File: src/rtl/mult_sched.sv
// Round-robin scheduler sharing one Q15 multiplier (MULT_NORM) between N requesters.
// Two registered stages: operand stage S1 in front of the multiplier, result stage S2.
`timescale 1ns/1ps
module mult_sched #(
    parameter int N   = 4,
    parameter int IDW = 2
) (
    input  logic              clk,
    input  logic              rst,
    input  logic [N-1:0]      req_valid,
    output logic [N-1:0]      req_ready,
    input  logic [16*N-1:0]   req_a,
    input  logic [16*N-1:0]   req_b,
    output logic              res_valid,
    input  logic              res_ready,
    output logic [15:0]       res_data,
    output logic [IDW-1:0]    res_id,
    output logic              busy
);

    logic [IDW-1:0]     ptr;
    logic [IDW-1:0]     ptr_next;
    logic [IDW-1:0]     winner;
    logic               grant;
    logic               adv;

    logic               s1_valid;
    logic signed [15:0] s1_a;
    logic signed [15:0] s1_b;
    logic [IDW-1:0]     s1_id;
    logic [15:0]        mult_out;

    logic [15:0]        a_arr [N];
    logic [15:0]        b_arr [N];

    function automatic logic [IDW-1:0] rr_index(input logic [IDW-1:0] p, input int k);
        return IDW'((int'(p) + k) % N);
    endfunction

    always_comb begin
        for (int i = 0; i < N; i++) begin
            a_arr[i] = req_a[16*i +: 16];
            b_arr[i] = req_b[16*i +: 16];
        end
    end

    assign adv = !res_valid || res_ready;

    // Scan from the farthest offset down so the closest requester to ptr wins.
    always_comb begin
        grant  = 1'b0;
        winner = '0;
        for (int k = N-1; k >= 0; k--) begin
            if (req_valid[rr_index(ptr, k)]) begin
                grant  = 1'b1;
                winner = rr_index(ptr, k);
            end
        end
    end

    assign ptr_next = (winner == IDW'(N-1)) ? '0 : winner + 1'b1;

    always_comb begin
        req_ready = '0;
        if (grant && adv && !rst)
            req_ready[winner] = 1'b1;
    end

    // MULT_NORM: 32-bit signed product, arithmetic shift by 15, truncate to 16 bits.
    assign mult_out = 16'((32'(s1_a) * 32'(s1_b)) >>> 15);

    always_ff @(posedge clk or posedge rst) begin
        if (rst) begin
            ptr       <= '0;
            s1_valid  <= 1'b0;
            s1_a      <= '0;
            s1_b      <= '0;
            s1_id     <= '0;
            res_valid <= 1'b0;
            res_data  <= '0;
            res_id    <= '0;
        end else if (adv) begin
            res_valid <= s1_valid;
            if (s1_valid) begin
                res_data <= mult_out;
                res_id   <= s1_id;
            end
            s1_valid <= grant;
            if (grant) begin
                s1_a  <= a_arr[winner];
                s1_b  <= b_arr[winner];
                s1_id <= winner;
                ptr   <= ptr_next;
            end
        end
    end

    assign busy = s1_valid || res_valid;

endmodule

File: config.mk
export PLATFORM = sky130hd
export DESIGN_NAME = mult_sched
export DESIGN_NICKNAME = d
export VERILOG_FILES = /design/src/rtl/mult_sched.sv
export SDC_FILE = /design/constraint.sdc
export NUM_CORES = 1
export LEC_CHECK = 0
export ABC_AREA = 1
export CAP_MARGIN = 25
export CORE_ASPECT_RATIO = 0.5
export CORE_MARGIN = 5
export CORE_UTILIZATION = 60
export CTS_CLUSTER_DIAMETER = 40
export CTS_CLUSTER_SIZE = 30
export DETAILED_ROUTE_END_ITERATION = 8
export GPL_TIMING_DRIVEN = 0
export PLACE_DENSITY = 0.84
export SLEW_MARGIN = 20
export SYNTH_ARGS = -nofsm -noshare
export SYNTH_HDL_FRONTEND = slang
export SYNTH_SLANG_ARGS = --single-unit
File: constraint.sdc
create_clock -name clk -period 8.1 [get_ports clk]
set_input_delay 2.025 -clock clk [delete_from_list [all_inputs] [get_ports clk]]
set_output_delay 2.025 -clock clk [all_outputs]
set_load 0.02 [all_outputs]
-- After elaboration in Yosys (flattened, before gate mapping)
Cells that the tools add are included.
- bits in registers: 56
- input port bits: 135
- output and inout bits: 24
- bitwise logic cells: 1
- $add $sub $neg: 4
- equal/unequal tests: 1
- multipliers: 1
- mux-type cells: 26
- reduce and logical (&&, ||, !) cells: 9
- order comparisons: 7
- operator list (operator ; count):
    $bmux 16 s2 ; 2
    $mux 16 ; 4
    $mul 16x16->31 ; 1
    $lt 2x3->1 const B ; 5
    $mux 2 ; 5
    $mux 1 ; 9
    $bmux 1 s2 ; 4
    $add 2x1->2 const B ; 2
    $add 2x2->2 const B ; 2
    $mux 4 ; 1
    $reduce_and 2->1 ; 2
    $ge 3x3->1 const B ; 1
    $logic_and 1x1->1 ; 3
    $not 2->3 ; 1
    $demux 1 s2 ; 1
    $eq 2x2->1 const B ; 1
    $ge 2x1->1 const B ; 1
    $logic_not 1->1 ; 2
    $logic_or 1x1->1 ; 2

-- Depth between registers and ports, before layout
- depth after elaboration: 12
- depth in mapped cells: 27
- mapped depth without buffers: 25

-- Least setup slack after synthesis
No wires, ideal clock.
- path kind: input -> output
- start point: in rst
- end point: out req_ready[0]
- path buffers: 0
- arrival: 3.834 ns
- slack: 2.241 ns
- required time: 6.075 ns
- stages on the path: 3
- path through: inv_1 > nand2_1 > nor2_1
- cells in the longest elaborated chain, start to end: 3
- RTL lines (item ; line ; RTL):
    start, declared ; 9 ; input logic rst,
    $logic_not 1->1 (no line) ; -- ;
    $logic_and 1x1->1 ; 65 ; if (grant && adv && !rst)
    $mux 4 ; 65 ;
    end, declared ; 11 ; output logic [N-1:0] req_ready,
Every way passes these cells.

-- Worst setup path in the final report
- start point: reg s1_b[5]
- end point: reg res_data[13]
- cells in the longest elaborated chain, start to end: 1
- RTL lines (item ; line ; RTL):
    start, declared ; 29 ; logic signed [15:0] s1_b;
    start signal, assigned ; 91 ; s1_b <= b_arr[winner];
    $mul 16x16->31 ; 70 ; assign mult_out = 16'((32'(s1_a) * 32'(s1_b)) >>> 15);
    end signal, assigned ; 85 ; res_data <= mult_out;
    end, declared ; 16 ; output logic [15:0] res_data,
Every way passes these cells.
A chain may end at the register's enable or synchronous reset.

==> impl_metrics.csv <==
group,metric,value,unit
yosys,synth_edf_count,0,
routing,viasPerCell,5.256,
setup_path,path_common_cell,"nand2_1",
setup_path,cp_max_fo,10,
yosys,ys_types,34,
yosys,yosysWarnings,0,
timing,min_period,6729,ps
timing,rsz0062_at_grt,"no",
yosys,synth_area,14170,µm²
setup_path,timing.rr.end,"res_data[13]",
placement,gp_congestion,1.004,
routing,ant_nets,0,
routing,vias,12988,
setup_path,cp_slowest_stage_delay,600,ps
status,status,"complete, no violations",
clock_tree,clock_sinks,56,
yosys,syn_nets,2467,
timing,hold_viol,0,
global_route,grtUsageTotal,30.76,%
job,maxCapViolations,0,
routing,dr.pass1.iters,6,
timing,setup-tns-final,0,ps
setup_path,timing.critical_path.to,"res_data[13]",
global_route,grt.met3_usage,12.09,%
die,fp.dieArea,26980,µm²
setup_path,worstPathArrival,6930,ps
placement,portBuffers,158,
setup_path,crit_path_end_kind,"flop",
die,start_util,61.53,%
setup_path,rrSetupSlack,1370,ps
clock_tree,cts_tree,"done",
global_route,grt_max_degree,47,
setup_path,cp.required,8300,ps
routing,drc,0,
setup_path,critPathLaunch,"s1_b[5]",
routing,drt_first_iter_violations,1115,
die,core-area,23030,µm²
clock_tree,clkLatencyLatePin,330,ps
global_route,use_met2,48.05,%
setup_path,regToRegStartpoint,"s1_b[5]",
timing,slew_headroom,49.84,%
cells_and_area,syn_to_final_growth,15.32,%
die,rows,39,
timing,fmax,0.1486,GHz
setup_path,cp_slowest_cell,"fa_1",
clock_tree,numCtsBuffers,5,
clock_tree,cts_hold_buf,0,
global_route,grt_pass1_vias,13232,
cells_and_area,num-nets-final,2634,
global_route,grtUsageMet1,40.60,%
setup_path,cp_num_buf_inv,6,
clock_tree,cts_root_buf,"clkbuf_16",
global_route,antenna_found_initial,0,
timing,max_slew.worst_pin.slew,752.4,ps
placement,dp_hpwl,34.31,mm
clock_tree,ctsHtreeMaxLevel,2,
die,num_io_pins,159,
global_route,busiest_layer,"met2",
yosys,postSynthCellCount,1996,
placement,place_ws,1483,ps
routing,wirelength,40.39,mm
timing,fin_skew,22.92,ps
global_route,grt_overflow_total,0,
timing,setup_viol,0,
setup_path,start_kind,"flop",
setup_path,path_depth,23,
yosys,ys.flop_type,"dfrtp_1",
cells_and_area,drive_gt1_share,2.726,%
setup_path,ff2ff_path_depth,23,
clock_tree,cts_buffer_depth,2,
global_route,grt_first_pass_wirelength,65.82,mm
min_path,hp-class,"flop to flop",
clock_tree,cts_resized,0,
timing,final_max_slew_viol_count,0,
yosys,ys_ff_latch,56,
routing,wl_per_cell,16.35,µm
timing,fin_ws,1371,ps
yosys,avgSynthCellArea,7.100,µm²
setup_path,critPathKind,"flop to flop",
timing,post-route-period-util,83.07,%
die,die_x,227.3,µm
clock_tree,cts_setup_buffers,0,
cells_and_area,final_core_util,70.95,%
yosys,seq_area_frac_synth,9.889,%
clock_tree,clk_pin_slew,80,ps
die,die_h,118.7,µm
setup_path,worstPathCellList,"clkbuf_1 > clkbuf_1 > nand2_1 > fa_1 > fa_1 > inv_1 > fa_1 > fa_1 > fa_1 > inv_1 > fa_1 > inv_1 > ha_1 > nand2_1 > inv_1 > nand2_1 > nor3_1 > nand2_1 > o21bai_1 > nand2_1 > nand2_1 > nand3_1 > nand2_1",
cells_and_area,n_antenna_cell,0,
setup_path,cp_top_family,"adder cells",
yosys,synthArstFlopShare,100.0,%
## stage by stage
stage               hold WS, ps  instances  cell area (µm²)
finish                    483.6       2471            16340
global route              508.8       2471            16340
CTS                       486.9       2470            16330
detailed placement        467.7       2462            16170
global placement          467.4       2461            16140
floorplan                 442.4       1996            14170
## cells in the final DEF, fill, tap and decap left out, types with 20 or more instances in the layout
cell / count
nand3b_1: 26
buf_2: 20
nand3_1: 125
nand2_1: 613
a21oi_1: 30
dfrtp_1: 56
nor2_1: 64
inv_1: 560
clkdlybuf4s50_1: 158
ha_1: 81
clkbuf_1: 66
fa_1: 255
## worst reg2reg max path, cell delays in order (launching register included)
cell      delay [ps]
dfrtp_1          320
clkbuf_1         480
clkbuf_1         540
nand2_1          220
fa_1             600
fa_1             490
inv_1            340
fa_1             520
fa_1             510
fa_1             490
inv_1             50
fa_1             470
inv_1             40
ha_1             360
nand2_1          110
inv_1             90
nand2_1           90
nor3_1           280
nand2_1           80
o21bai_1         210
nand2_1          100
nand2_1           50
nand3_1           90
nand2_1           70
## cell usage after synthesis, types with 7 or more instances
cell / number / share of area [%]
a21oi_1: 30 / 1.1
clkbuf_1: 65 / 1.7
inv_1: 561 / 15
nand3_1: 125 / 4.4
nand2_1: 613 / 16
fa_1: 255 / 36
nor2_1: 64 / 1.7
dfrtp_1: 56 / 9.9
o21ai_0: 19 / 0.67
o211ai_1: 11 / 0.58
nand4_1: 7 / 0.31
o21bai_1: 8 / 0.42
buf_2: 20 / 0.71
nand3b_1: 26 / 1.4
ha_1: 81 / 7.2
## per-layer routing
metal	share of wire (%)	up-vias
met5	0	-
met4	2.6	0
met3	14	82
met2	44	732
met1	40	6121
li1	-	6053
## flip-flops by register name, summed over array words and instances (netlist names)
| signal | flops |
|---|---|
| res_id | 2 |
| s1_id | 2 |
| res_valid | 1 |
| s1_b | 16 |
| s1_valid | 1 |
| ptr | 2 |
| res_data | 16 |
| s1_a | 16 |
## cell families after synthesis
| group | count (synthesis) | synth area share, % |
|---|---|---|
| flip-flops | 56 | 9.889 |
| XOR/XNOR | 9 | 0.5563 |
| AO/OA/AOI/OAI | 77 | 3.223 |
| adder cells (fa/ha/maj) | 336 | 43.18 |
| AND/OR/NAND/NOR | 857 | 25.10 |
| buffers and inverters | 661 | 18.06 |
## layout make-up
class | instances | area [µm²]
Multi-Input combinational cell | 1279 | 10210
Fill cell | 1831 | 6690
Inverter | 565 | 2123
Timing Repair Buffer | 160 | 1617
Sequential cell | 56 | 1401
Buffer | 96 | 437.9
Tap cell | 307 | 384.1
Clock buffer | 6 | 128.9
Clock inverter | 2 | 38.79
## how the worst min path moves through the flow
stage | startpoint | end | slack (ps) | cells after the start
2_1_floorplan | s1_valid | res_valid | 440 | 2
3_3_place_gp | res_data[9] | res_data[9] | 470 | 2
3_5_place_dp | res_data[9] | res_data[9] | 470 | 2
4_1_cts | res_data[9] | res_data[9] | 490 | 2
5_1_grt | res_data[9] | res_data[9] | 510 | 2
6_report | res_data[9] | res_data[9] | 480 | 2
Power is not shown: default switching activity piles up to over one toggle a cycle in this logic, so the estimate is an artifact.
